$ cat src/rtl/mipscpu.sv
// Single-cycle ALU plus a 16-phase step timer that advances the PC once per timer wrap.
// Optional SLT support is enabled by defining MIPSCPU_SLT_EN.
module mipscpu #(
   parameter int WORD_SIZE = 16,
   parameter int OP_SIZE   = 4
) (
   input  logic                 clk,
   input  logic                 rstn,
   input  logic                 key_ok,
   input  logic [WORD_SIZE-1:0] data_1,
   input  logic [WORD_SIZE-1:0] data_2,
   input  logic [OP_SIZE-1:0]   sel,
   input  logic [WORD_SIZE-1:0] data_in,
   input  logic                 load_pc,
   input  logic                 offset,
   output logic [3:0]           timer,
   output logic [WORD_SIZE-1:0] alu_out,
   output logic                 alu_zero_flag,
   output logic [WORD_SIZE-1:0] pc_counter
);

   localparam logic [OP_SIZE-1:0] OP_AND = OP_SIZE'(5);
   localparam logic [OP_SIZE-1:0] OP_OR  = OP_SIZE'(6);
   localparam logic [OP_SIZE-1:0] OP_ADD = OP_SIZE'(7);
   localparam logic [OP_SIZE-1:0] OP_SUB = OP_SIZE'(8);
`ifdef MIPSCPU_SLT_EN
   localparam logic [OP_SIZE-1:0] OP_SLT = OP_SIZE'(9);
`endif

   logic [3:0]           timer_q, timer_d;
   logic [WORD_SIZE-1:0] pc_q, pc_d;
   logic                 tick;

   always_comb begin
      alu_out = '0;
      case (sel)
         OP_AND:  alu_out = data_1 & data_2;
         OP_OR:   alu_out = data_1 | data_2;
         OP_ADD:  alu_out = data_1 + data_2;
         OP_SUB:  alu_out = data_1 - data_2;
`ifdef MIPSCPU_SLT_EN
         OP_SLT:  alu_out = {{(WORD_SIZE-1){1'b0}}, ($signed(data_1) < $signed(data_2))};
`endif
         default: alu_out = '0;
      endcase
   end

   assign alu_zero_flag = (alu_out == '0);

   // A tick is the enabled edge on which the timer wraps 15 -> 0.
   assign tick = key_ok && (timer_q == 4'hF);

   always_comb begin
      timer_d = key_ok ? timer_q + 4'd1 : timer_q;
      pc_d    = pc_q;
      if (tick) begin
         if (load_pc)     pc_d = data_in;
         else if (offset) pc_d = pc_q + WORD_SIZE'(1) + data_in;
         else             pc_d = pc_q + WORD_SIZE'(1);
      end
   end

   always_ff @(posedge clk or negedge rstn) begin
      if (!rstn) begin
         timer_q <= 4'd0;
         pc_q    <= '0;
      end else begin
         timer_q <= timer_d;
         pc_q    <= pc_d;
      end
   end

   assign timer      = timer_q;
   assign pc_counter = pc_q;

endmodule

$ cat config.mk
export PLATFORM = sky130hd
export DESIGN_NAME = mipscpu
export DESIGN_NICKNAME = d
export VERILOG_FILES = /design/src/rtl/mipscpu.sv
export SDC_FILE = /design/constraint.sdc
export NUM_CORES = 1
export LEC_CHECK = 0
export ABC_AREA = 1
export BUFFER_PORTS_ARGS = -buffer_cell sky130_fd_sc_hd__buf_4
export CORE_UTILIZATION = 33
export DETAILED_ROUTE_END_ITERATION = 10
export PLACE_DENSITY_LB_ADDON = 0.08
export RECOVER_POWER = 25
export SLEW_MARGIN = 20
export SYNTH_ARGS = -nofsm -noshare
export SYNTH_HDL_FRONTEND = slang
export SYNTH_SLANG_ARGS = --single-unit
$ cat constraint.sdc
create_clock -name clk -period 5 [get_ports clk]
set_input_delay 0.5 -clock clk [delete_from_list [all_inputs] [get_ports clk]]
set_output_delay 0.5 -clock clk [all_outputs]
set_load 0.02 [all_outputs]
; ---- Word level (Yosys, flattened, before mapping)
; Index checks and enable logic that the tools add are counted.
[totals]
reg_bits = 20
in_bits = 57
wordCells = 19
[op_classes]
addsub = 5
eq_ne = 5
n_mux = 3
n_bitwise = 2
n_reduce_logical = 2
[ops]
columns = op, count
row1 = $pmux 16 s4, 1
row2 = $add 16x16->16, 2
row3 = $mux 16, 2
row4 = $add 16x1->16 const B, 1
row5 = $and 16x16->16, 1
row6 = $logic_not 16->1, 1
row7 = $or 16x16->16, 1
row8 = $sub 16x16->16, 1
row9 = $eq 4x3->1 const B, 3
row10 = $eq 4x4->1 const B, 2
row11 = $add 4x1->4 const B, 1
row12 = $logic_and 1x1->1, 1

; ---- Longest topological paths before layout
; Gate-level depths: netlist of the first run.
[logic_depth]
ltp_word = 4
ltp_mapped = 23
ltp_nobuf = 23

; ---- Worst setup path after synthesis of the first run
; No wires, ideal clock.
[synth_timing]
kind = input to output
start = in data_2[0]
end = out alu_zero_flag
arrival_ps = 2998
required_time_ps = 4500
setup_slack_ps = 1502
cell_stages = 22
n_path_buf = 0
cell_sequence = inv_1 > ha_1 > inv_1 > nor3_1 > nand3_1 > nor2_1 > nand3_1 > nand2_1 > xor2_1 > inv_1 > ha_1 > nand2_1 > inv_1 > a21oi_1 > nor2_1 > nor2_1 > nand2_1 > nor2_1 > nor2_1 > nor2_1 > nand2_1 > nor3_2
[synth_between]
elab_chain_len = 3
[synth_lines]
columns = item, line
row1 = start: declaration, 11  ; input logic [WORD_SIZE-1:0] data_2,
row2 = "$sub 16x16->16, or another cell as far along", 40  ; OP_SUB: alu_out = data_1 - data_2;
row3 = $pmux 16 s4 (*), 36  ; case (sel)
row4 = $logic_not 16->1 (*), 48  ; assign alu_zero_flag = (alu_out == '0);
row5 = end: declaration, 18  ; output logic alu_zero_flag,
; Mark *: on every way between the ends. The rest lies on a longest branch, timed or not.

; ---- Worst setup path after layout of the first run
; Same ends and word-level chain as after synthesis.

==> impl_metrics.toml, run 1 <==
[worst_setup_path]
cpMostUsedCell = "nor2_1"
slowest_stage = "ha_1"
r2r-start = "pc_counter[0]"
crit_chain = "buf_4 > inv_1 > ha_1 > inv_1 > nor3_1 > nand3_1 > nor2_1 > nand3_1 > nand2_1 > xor2_1 > inv_1 > ha_1 > nand2_1 > inv_1 > a21oi_1 > nor2_1 > nor2_1 > nand2_1 > nor2_1 > nor2_1 > nor2_1 > nand2_1 > nor3_2 > buf_4"
start_kind = "input port"
crit_arrival_ps = 3540
reg2reg_depth = 21
r2r_setup_slack_ps = 1970
max_stage_delay_ps = 330
worstSetupPathType = "in2out"
end_kind = "output pin"
timing.rr.end = "pc_counter[15]"
required_ps = 4500
cp_max_fo = 5

[placement]
routabilityCongestion = 0.9112
place_inst = 967
dp_hpwl_mm = 11.33
io_buffer_count = 93

[sta]
finalCritPeriodShare = 0.8074
post-route-min-period_ps = 4037
tns_ps = 0
clock-skew-final_ps = 2.628
hold_viol = 0
setup_viol = 0
finalMaxSlewViolations = 0
fmax_mhz = 247.7
rsz0062_at_grt = "false"
worst_slew_pin_slew_ps = 1166
relSlewSlack = 0.2228

[floorplanning]
die_w_um = 114.4
start_util = 0.3427
fp.dieArea_um2 = 13080
die_height_um = 114.4
coreArea_um2 = 12160
rows = 40
ioPinCount = 94

[power_and_ir_drop]
p_clk_frac = 0.110
switching_share = 0.5327
p_seq_frac = 0.173
power_switching_mw = 1.109
ir_drop_v = 0.0002526
p_int_uw = 973.0
power_density_nw_per_um2 = 408.5
p_leak_nw = 2.829
comb_power_share = 0.716

[detailed_routing]
viasPerCell = 4.915
wirelength_mm = 13.38
drt_iter0_drc = 224
drt-wirelength-per-cell_um = 13.78
vias = 4772
drtAntennaViolNets = 0
firstDrtPassIters = 5
drt_drc_violations_left = 0

[synthesis]
synth_xor_area_frac = 0.06485
syn_nets = 813
synth_cell_types = 48
ys_ff_latch = 20
synth_mux_area_frac = 0.002702
netlist_area_um2 = 4168
synth-simple-area-share = 0.4116
syn_inst = 719
synth_sequential_area_ratio = 0.1201
synth_compound_area_frac = 0.1570
synthAdderAreaFrac = 0.1147
yosys_warnings = 0
synth_top_family_by_area = "simple AND/OR/NAND/NOR gates"
avgSynthCellArea_um2 = 5.797

[hold_path]
hp-class = "in2async"

[final_layout]
nNetsFinal = 898
drive_above_1_share = 0.1818
layoutNonFillerInstCount = 971
syn_to_final_growth_pct = 22.31
layout_common_cells = "nand2_1, inv_1, buf_4, nand3_1, nor2_1"
antenna_cells = 0
final_common_cell = "nand2_1"

[global_routing]
grtUsageTotal = 0.2115
grt_max_degree = 22
grt_overflow = 0
grt_pass1_vias = 4587
antenna_found_initial = 0
grt_pass1_wl_mm = 22.00

[clocking]
hold_buffers = 0
clk_latency_ps = 260
numCtsBuffers = 3
cts_setup_buffers = 0
cts_root_buf = "clkbuf_16"
cts_tree = "done"
clk_path_buf_depth = 2
clkTransAtPathRegs_ps = 60
ctsResizeCount = 0
htreeDepth = 1
cts.sinks = 20

[job]
maxCapViolations = 0

[status]
outcome = "finished clean"
==> per-stage QoR <==
step                      hold WS [ps]  power, mW  setup slack (ps)  instance area (µm²)  utilization
final                            447.1      2.082             963.1                 5097       0.4191
after global routing             453.6      2.300             527.6                 5097       0.4191
after CTS                        119.4      2.095             969.1                 5101       0.4194
after detailed placement         404.0      1.854             974.5                 4996       0.4108
after global placement           402.3      1.836             995.5                 4996       0.4108
after floorplan                  204.4      1.388              1502                 4168            -
==> cell families (layout without fill, tap and decap cells) <==
| group | after synthesis | after routing |
|---|---|---|
| compound gates | 117 | 117 |
| xor+xnor | 30 | 30 |
| fa+ha+maj | 37 | 37 |
| buf+inv | 135 | 219 |
| flops | 20 | 20 |
| mux | 1 | 1 |
| simple gates | 379 | 379 |
==> layer usage <==
metal  GRT usage  part of all wire
met3     0.01006             0.041
met1      0.2620              0.45
met2      0.3883              0.49
met4     0.07359             0.023
met5           0                 0
==> state kept, by name (all words and copies together) (netlist names) <==
signal      count
timer           4
pc_counter     16
==> critical path, delay by kind of cell <==
family                   cells  cell delay (ps)
adder cells (fa/ha/maj)      2              490
AO/OA/AOI/OAI                1              250
XOR/XNOR                     1              160
AND/OR/NAND/NOR             14             1570
buffers and inverters        6              550
==> power by group through the flow <==
stage                     combinational, mW  sequential, mW  clock [mW]
final                                  1.49           0.361       0.230
after global routing                   1.69           0.377       0.238
after CTS                              1.50           0.363       0.234
after detailed placement               1.49           0.365           0
after global placement                 1.48           0.361           0
after floorplan                       0.960           0.428           0
==> synthesized netlist by cell type, drive strengths merged <==
| library cell | count | share of area |
|---|---|---|
| o21ai | 41 | 0.049 |
| buf | 9 | 0.016 |
| nor2 | 73 | 0.074 |
| o31ai | 1 | 0.0018 |
| or2 | 3 | 0.0045 |
| clkbuf | 4 | 0.0036 |
| a21oi | 58 | 0.072 |
| a31o | 2 | 0.0042 |
| nor3 | 10 | 0.021 |
| o221ai | 1 | 0.0021 |
| nand2 | 204 | 0.19 |
| clkinv | 1 | 0.00090 |
| nand4 | 16 | 0.028 |
| o22ai | 1 | 0.0015 |
| fa | 2 | 0.0096 |
| dfrtp | 20 | 0.12 |
| a21boi | 1 | 0.0018 |
| mux2 | 1 | 0.0027 |
| a22oi | 2 | 0.0036 |
| xor2 | 26 | 0.056 |
| and2 | 1 | 0.0015 |
| xnor2 | 4 | 0.0084 |
| a21o | 1 | 0.0018 |
| o21bai | 3 | 0.0081 |
| a31oi | 1 | 0.0015 |
| inv | 121 | 0.11 |
| ha | 35 | 0.11 |
| nand3 | 69 | 0.088 |
| o21a | 1 | 0.0018 |
| nand3b | 3 | 0.0054 |
| o211ai | 4 | 0.0072 |
==> worst max path at each step <==
stage | from | end
4_1_cts | data_2[0] | alu_zero_flag
3_5_place_dp | data_2[0] | alu_zero_flag
2_1_floorplan | data_2[0] | alu_zero_flag
6_report | data_2[0] | alu_zero_flag
3_3_place_gp | data_2[0] | alu_zero_flag
5_1_grt | data_2[0] | alu_zero_flag
==> cell type report <==
class,count,area [µm²]
Timing Repair Buffer,93,694.4
Clock buffer,3,75.07
Sequential cell,20,500.5
Tap cell,168,210.2
Clock inverter,1,30.03
Inverter,122,457.9
Multi-Input combinational cell,564,3129
Fill cell,1342,7064
No activity file was read; power rests on OpenSTA's default activity.
==> inputs of run 2 (changes only) <==
--- a/config.mk
+++ b/config.mk
@@ -5,7 +5,7 @@
 export SDC_FILE = /design/constraint.sdc
 export NUM_CORES = 1
 export LEC_CHECK = 0
-export ABC_AREA = 1
+export ABC_AREA = 0
 export BUFFER_PORTS_ARGS = -buffer_cell sky130_fd_sc_hd__buf_4
 export CORE_UTILIZATION = 33
 export DETAILED_ROUTE_END_ITERATION = 10
==> constraint.sdc (replaced) <==
create_clock -name clk -period 3.55 [get_ports clk]
set_input_delay 0.355 -clock clk [delete_from_list [all_inputs] [get_ports clk]]
set_output_delay 0.355 -clock clk [all_outputs]
set_load 0.02 [all_outputs]
==> impl_metrics.toml, run 2 <==
[synthesis]
async_flop_share = 1.000
ys_dominant_reg_cell = "dfrtp_1"
syn_inst = 455
synth_cell_types = 58
yosys_warnings = 0
synth_top_family_by_area = "compound AO/OA/AOI/OAI gates"
netlist_area_um2 = 3427
yosysTopAreaCell = "dfrtp_1"
synthTopCellsByArea = "dfrtp_1, ha_1, xnor2_1"
synth.top_cell.area_share = 0.1460
avgSynthCellArea_um2 = 7.532
synth_mux_area_frac = 0.02081
synth_sequential_area_ratio = 0.1460
synth_edf_count = 0
synth_commonest_cells = "nand2_1, a21oi_1, xnor2_1, nor2_1, ha_1"
ys_ff_latch = 20
synthAdderAreaFrac = 0.1395
synth_xor_area_frac = 0.1355
yosysMostFrequentCell = "nand2_1"
synth_compound_area_frac = 0.2851
syn_nets = 549
synth-simple-area-share = 0.2293

[final_layout]
final_common_cell = "buf_4"
syn_to_final_growth_pct = 55.71
layoutNonFillerInstCount = 764
antenna_cells = 0
finish.utilization = 0.5385
fillers = 999
drive_above_1_share = 0.3819
largest_reg_flops = 16
layout_common_cells = "buf_4, nand2_1, xnor2_1, nor2_1, a21oi_1"
nNetsFinal = 726
seqCellArea_um2 = 501.7
multi_input_area_um2 = 3048

[floorplanning]
start_util = 0.3458
coreArea_um2 = 9910
die_height_um = 103.9
ioPinCount = 94
rows = 36
fp.dieArea_um2 = 10800
die_w_um = 103.9

[worst_setup_path]
worstSetupPathType = "in2out"
crit_arrival_ps = 3930
required_ps = 3190
r2r_setup_slack_ps = 200
cp_max_fo = 5
start_kind = "input port"
end_kind = "output pin"

[global_routing]
grt_pass1_vias = 3862
grt_overflow = 0
antenna_found_initial = 0
met2_usage = 0.3500
grt_pass1_wl_mm = 18.20
met1_usage = 0.2835
grtUsageTotal = 0.2032
grt_util_met3 = 0.01942
grt_max_degree = 29
busiest_layer = "met2"

[power_and_ir_drop]
p_leak_nw = 2.577
power_mw = 2.521
p_int_mw = 1.355
p_seq_frac = 0.181
p_clk_frac = 0.094
power_switching_mw = 1.166
ir_drop_v = 0.0004474
power_density_nw_per_um2 = 472.5
switching_share = 0.4625
comb_power_share = 0.725

[placement]
routabilityCongestion = 0.8269
place_inst = 744
dp_hpwl_mm = 8.943
io_buffer_count = 93

[sta]
clock-skew-final_ps = 5.462
fmax_mhz = 233.5
finalCritPeriodShare = 1.206
worst_slew_pin_slew_ps = 1240
hold_viol = 0
finalMaxSlewViolations = 0
rsz0062_at_grt = "true"
tns_ps = -2022
setup_viol = 7
relSlewSlack = 0.1733
post-route-min-period_ps = 4283
postLayoutSetupSlackWorst_ps = -732.5
holdWs_ps = 291.2

[clocking]
clk_latency_ps = 270
htreeDepth = 1
cts.sinks = 20
cts_root_buf = "clkbuf_8"
numCtsBuffers = 3
cts_tree = "done"
clk_path_buf_depth = 2
clkTransAtPathRegs_ps = 80

[hold_path]
hp-class = "in2reg"

[detailed_routing]
firstDrtPassIters = 5
drtAntennaViolNets = 0
drt-wirelength-per-cell_um = 14.77
vias = 3951
viasPerCell = 5.171
wirelength_mm = 11.28
drt_drc_violations_left = 0
drt_iter0_drc = 189

[status]
outcome = "finished, violations left"
violations = "negative setup slack"

[job]
maxCapViolations = 0
## run 2: cell types whose count changed after synthesis, sizes merged, moves of 12 or more
cell   change
a21o      +16
a21oi     -18
inv      -102
nand2    -161
nand3     -47
nand4     -13
nor2      -37
o21ai     -12
xnor2     +33
## run 2: repair_timing
item	4_1_cts	5_1_grt
hold endpoints to repair	20	0
cloned	0	0
pin swaps	15	36
hold buffers	1	0
setup endpoints to repair	7	9
setup buffers	8	12
gates resized for setup	29	44
## run 2: per-stage QoR
| stage | instance area [µm²] | worst slack, ps |
|---|---|---|
| after CTS | 5082 | -692.1 |
| after global routing | 5336 | -925.8 |
| after floorplan | 3472 | -487.7 |
| final | 5336 | -732.5 |
| after global placement | 4843 | -734.5 |
| after detailed placement | 4843 | -793.1 |
## run 2: final cells by class
type	count	share of cell area
Multi-Input combinational cell	401	0.5712
Sequential cell	20	0.09402
Timing Repair Buffer	187	0.2769
Inverter	19	0.01336
Tap cell	133	0.03118
Clock inverter	1	0.005627
Clock buffer	3	0.007737
## run 2: routing by layer
layer  routed length [µm]  part of all wire  vias up
met5                    0                 0        -
met4                   22            0.0020        0
met3                  436             0.039        4
met2                 5355              0.47       81
met1                 5467              0.48     1832
li1                     -                 -     2034
## run 2: critical path: stages
cell and delay (ps):
buf_8 100, or4b_4 560, buf_6 140, buf_6 120, nand2_4 50, xor2_1 140, ha_1 260, o21a_1 130
o21a_1 200, nor2_1 90, a31oi_1 80, a21o_1 210, a221o_1 340, or4_4 580, nor4_4 170, nor4b_4 230
buf_4 180
## run 2: logic make-up (layout without fill, tap and decap cells)
| group | after synthesis | count (layout) |
|---|---|---|
| simple gates | 154 | 154 |
| compound gates | 150 | 150 |
| xor+xnor | 53 | 53 |
| fa+ha+maj | 37 | 37 |
| buf+inv | 34 | 210 |
| flops | 20 | 20 |
| mux | 7 | 7 |
## run 2: power groups by stage
stage	clock network, mW	logic, mW	registers [mW]
after floorplan	0	0.984	0.553
after global placement	0	1.67	0.456
after detailed placement	0	1.70	0.456
after CTS	0.242	1.75	0.452
after global routing	0.249	2.01	0.472
final	0.238	1.83	0.456
## run 2: path summary, 6_finish.rpt
check | start | to | cells past startpoint
hold / removal | key_ok | timer[0] | 2
max in group asynchronous | rstn | pc_counter[1] | 2
setup reg to reg | pc_counter[3] | pc_counter[15] | 15
setup / recovery | sel[1] | alu_zero_flag | 17
min in group asynchronous | rstn | pc_counter[8] | 2
hold reg to reg | timer[3] | timer[3] | 1
==> inputs of run 3 (changes only) <==
--- a/config.mk
+++ b/config.mk
@@ -11,6 +11,8 @@
 export DETAILED_ROUTE_END_ITERATION = 10
 export PLACE_DENSITY_LB_ADDON = 0.08
 export RECOVER_POWER = 25
+export SETUP_SLACK_MARGIN = 0.15
+export SKIP_CTS_REPAIR_TIMING = 1
 export SLEW_MARGIN = 20
 export SYNTH_ARGS = -nofsm -noshare
 export SYNTH_HDL_FRONTEND = slang
==> impl_metrics.toml, run 3 (synthesized netlist as in run 2, its figures left out) <==
[status]
outcome = "finished, violations left"
violations = "negative setup slack"

[sta]
fmax_mhz = 226.9
post-route-min-period_ps = 4408
relSlewSlack = 0.1731
clock-skew-final_ps = 3.922
hold_viol = 0
postLayoutSetupSlackWorst_ps = -858.0
tns_ps = -2808
finalCritPeriodShare = 1.242
setup_viol = 6
finalMaxSlewViolations = 0
rsz0062_at_grt = "true"
worst_slew_pin_slew_ps = 1240

[floorplanning]
die_height_um = 103.9
rows = 36
coreArea_um2 = 9910
ioPinCount = 94
die_w_um = 103.9
fp.dieArea_um2 = 10800
start_util = 0.3458

[job]
maxCapViolations = 0

[power_and_ir_drop]
power_density_nw_per_um2 = 483.7
ir_drop_v = 0.0004294
p_leak_nw = 2.647
power_mw = 2.656

[detailed_routing]
viasPerCell = 5.221
drt-wirelength-per-cell_um = 14.90
firstDrtPassIters = 5
wirelength_mm = 11.52
drt_iter0_drc = 172
vias = 4036
drtAntennaViolNets = 0
drt_drc_violations_left = 0

[worst_setup_path]
worstSetupPathType = "in2out"
max_stage_delay_ps = 550
start_kind = "input port"
crit_chain = "buf_6 > or4b_4 > a21o_1 > buf_6 > fa_2 > buf_4 > xor2_1 > o21ai_1 > or3_1 > or4_1 > or4_4 > nor4_4 > nor4b_4 > buf_4"
cp_max_fo = 3
required_ps = 3190
crit_family = "simple AND/OR/NAND/NOR gates"
crit_arrival_ps = 4050
end_kind = "output pin"
slowest_stage = "or4b_4"
crit_buf_inv = 4

[final_layout]
syn_to_final_growth_pct = 60.24
final_common_cell = "buf_4"
largest_reg_flops = 16
antenna_cells = 0
layout_common_cells = "buf_4, nand2_1, xnor2_1, nor2_1, a21oi_1"
nNetsFinal = 735
finish.utilization = 0.5542
drive_above_1_share = 0.4047

[clocking]
clkTransAtPathRegs_ps = 80
numCtsBuffers = 3
clk_latency_ps = 270
htreeDepth = 1
cts_root_buf = "clkbuf_8"
clk_path_buf_depth = 2
cts.sinks = 20
cts_tree = "done"

[placement]
dp_hpwl_mm = 8.943
routabilityCongestion = 0.8269
io_buffer_count = 93

[global_routing]
antenna_found_initial = 0
grtUsageTotal = 0.1997
grt_pass1_wl_mm = 17.88
grt_overflow = 0
grt_max_degree = 29
grt_pass1_vias = 3781

[hold_path]
hp-class = "in2reg"
==> run 3: changes by cell type in the layout (fill, tap and decap cells not counted), sizes merged <==
cell / delta
buf: +9
==> run 3: layout make-up <==
class	count	area (µm²)
Clock buffer	3	41.29
Multi-Input combinational cell	401	3127
Sequential cell	20	503.0
Inverter	19	71.32
Fill cell	993	4418
Clock inverter	1	30.03
Tap cell	133	166.4
Timing Repair Buffer	196	1553
==> run 3: routing by layer <==
metal | part of all wire | vias up | track usage
met3 | 0.032 | 6 | 0.01942
met4 | 0.0049 | 0 | 0.01939
met1 | 0.49 | 1887 | 0.2827
met5 | 0 | - | 0
met2 | 0.48 | 92 | 0.3386
li1 | - | 2051 | -
==> run 3: path summary, 6_finish.rpt <==
kind	from	slack [ps]	endpoint	depth (start not counted)
max in group asynchronous	rstn	1870	pc_counter[0]	2
worst min register to register	timer[3]	530	timer[3]	1
worst max register to register	pc_counter[4]	270	pc_counter[15]	15
worst min-delay path	key_ok	290	timer[0]	2
worst max-delay path	sel[0]	-860	alu_zero_flag	14
min in group asynchronous	rstn	860	pc_counter[3]	2
==> run 3: stage by stage <==
step | std cells | cell area (µm²) | hold WS [ps] | worst slack, ps
after floorplan | 455 | 3472 | 59.41 | -487.7
after global placement | 744 | 4843 | 261.1 | -734.5
after detailed placement | 744 | 4843 | 262.9 | -793.1
after CTS | 748 | 4915 | -35.84 | -799.8
after global routing | 773 | 5492 | 302.6 | -964.2
final | 773 | 5492 | 292.2 | -858.0
==> run 3: where the power goes <==
part | leakage, nW | total [mW] | switching (mW) | internal, mW
clock | 0.0357 | 0.236 | 0.0852 | 0.151
sequential | 0.253 | 0.460 | 0.135 | 0.325
combinational | 2.36 | 1.96 | 1.00 | 0.956
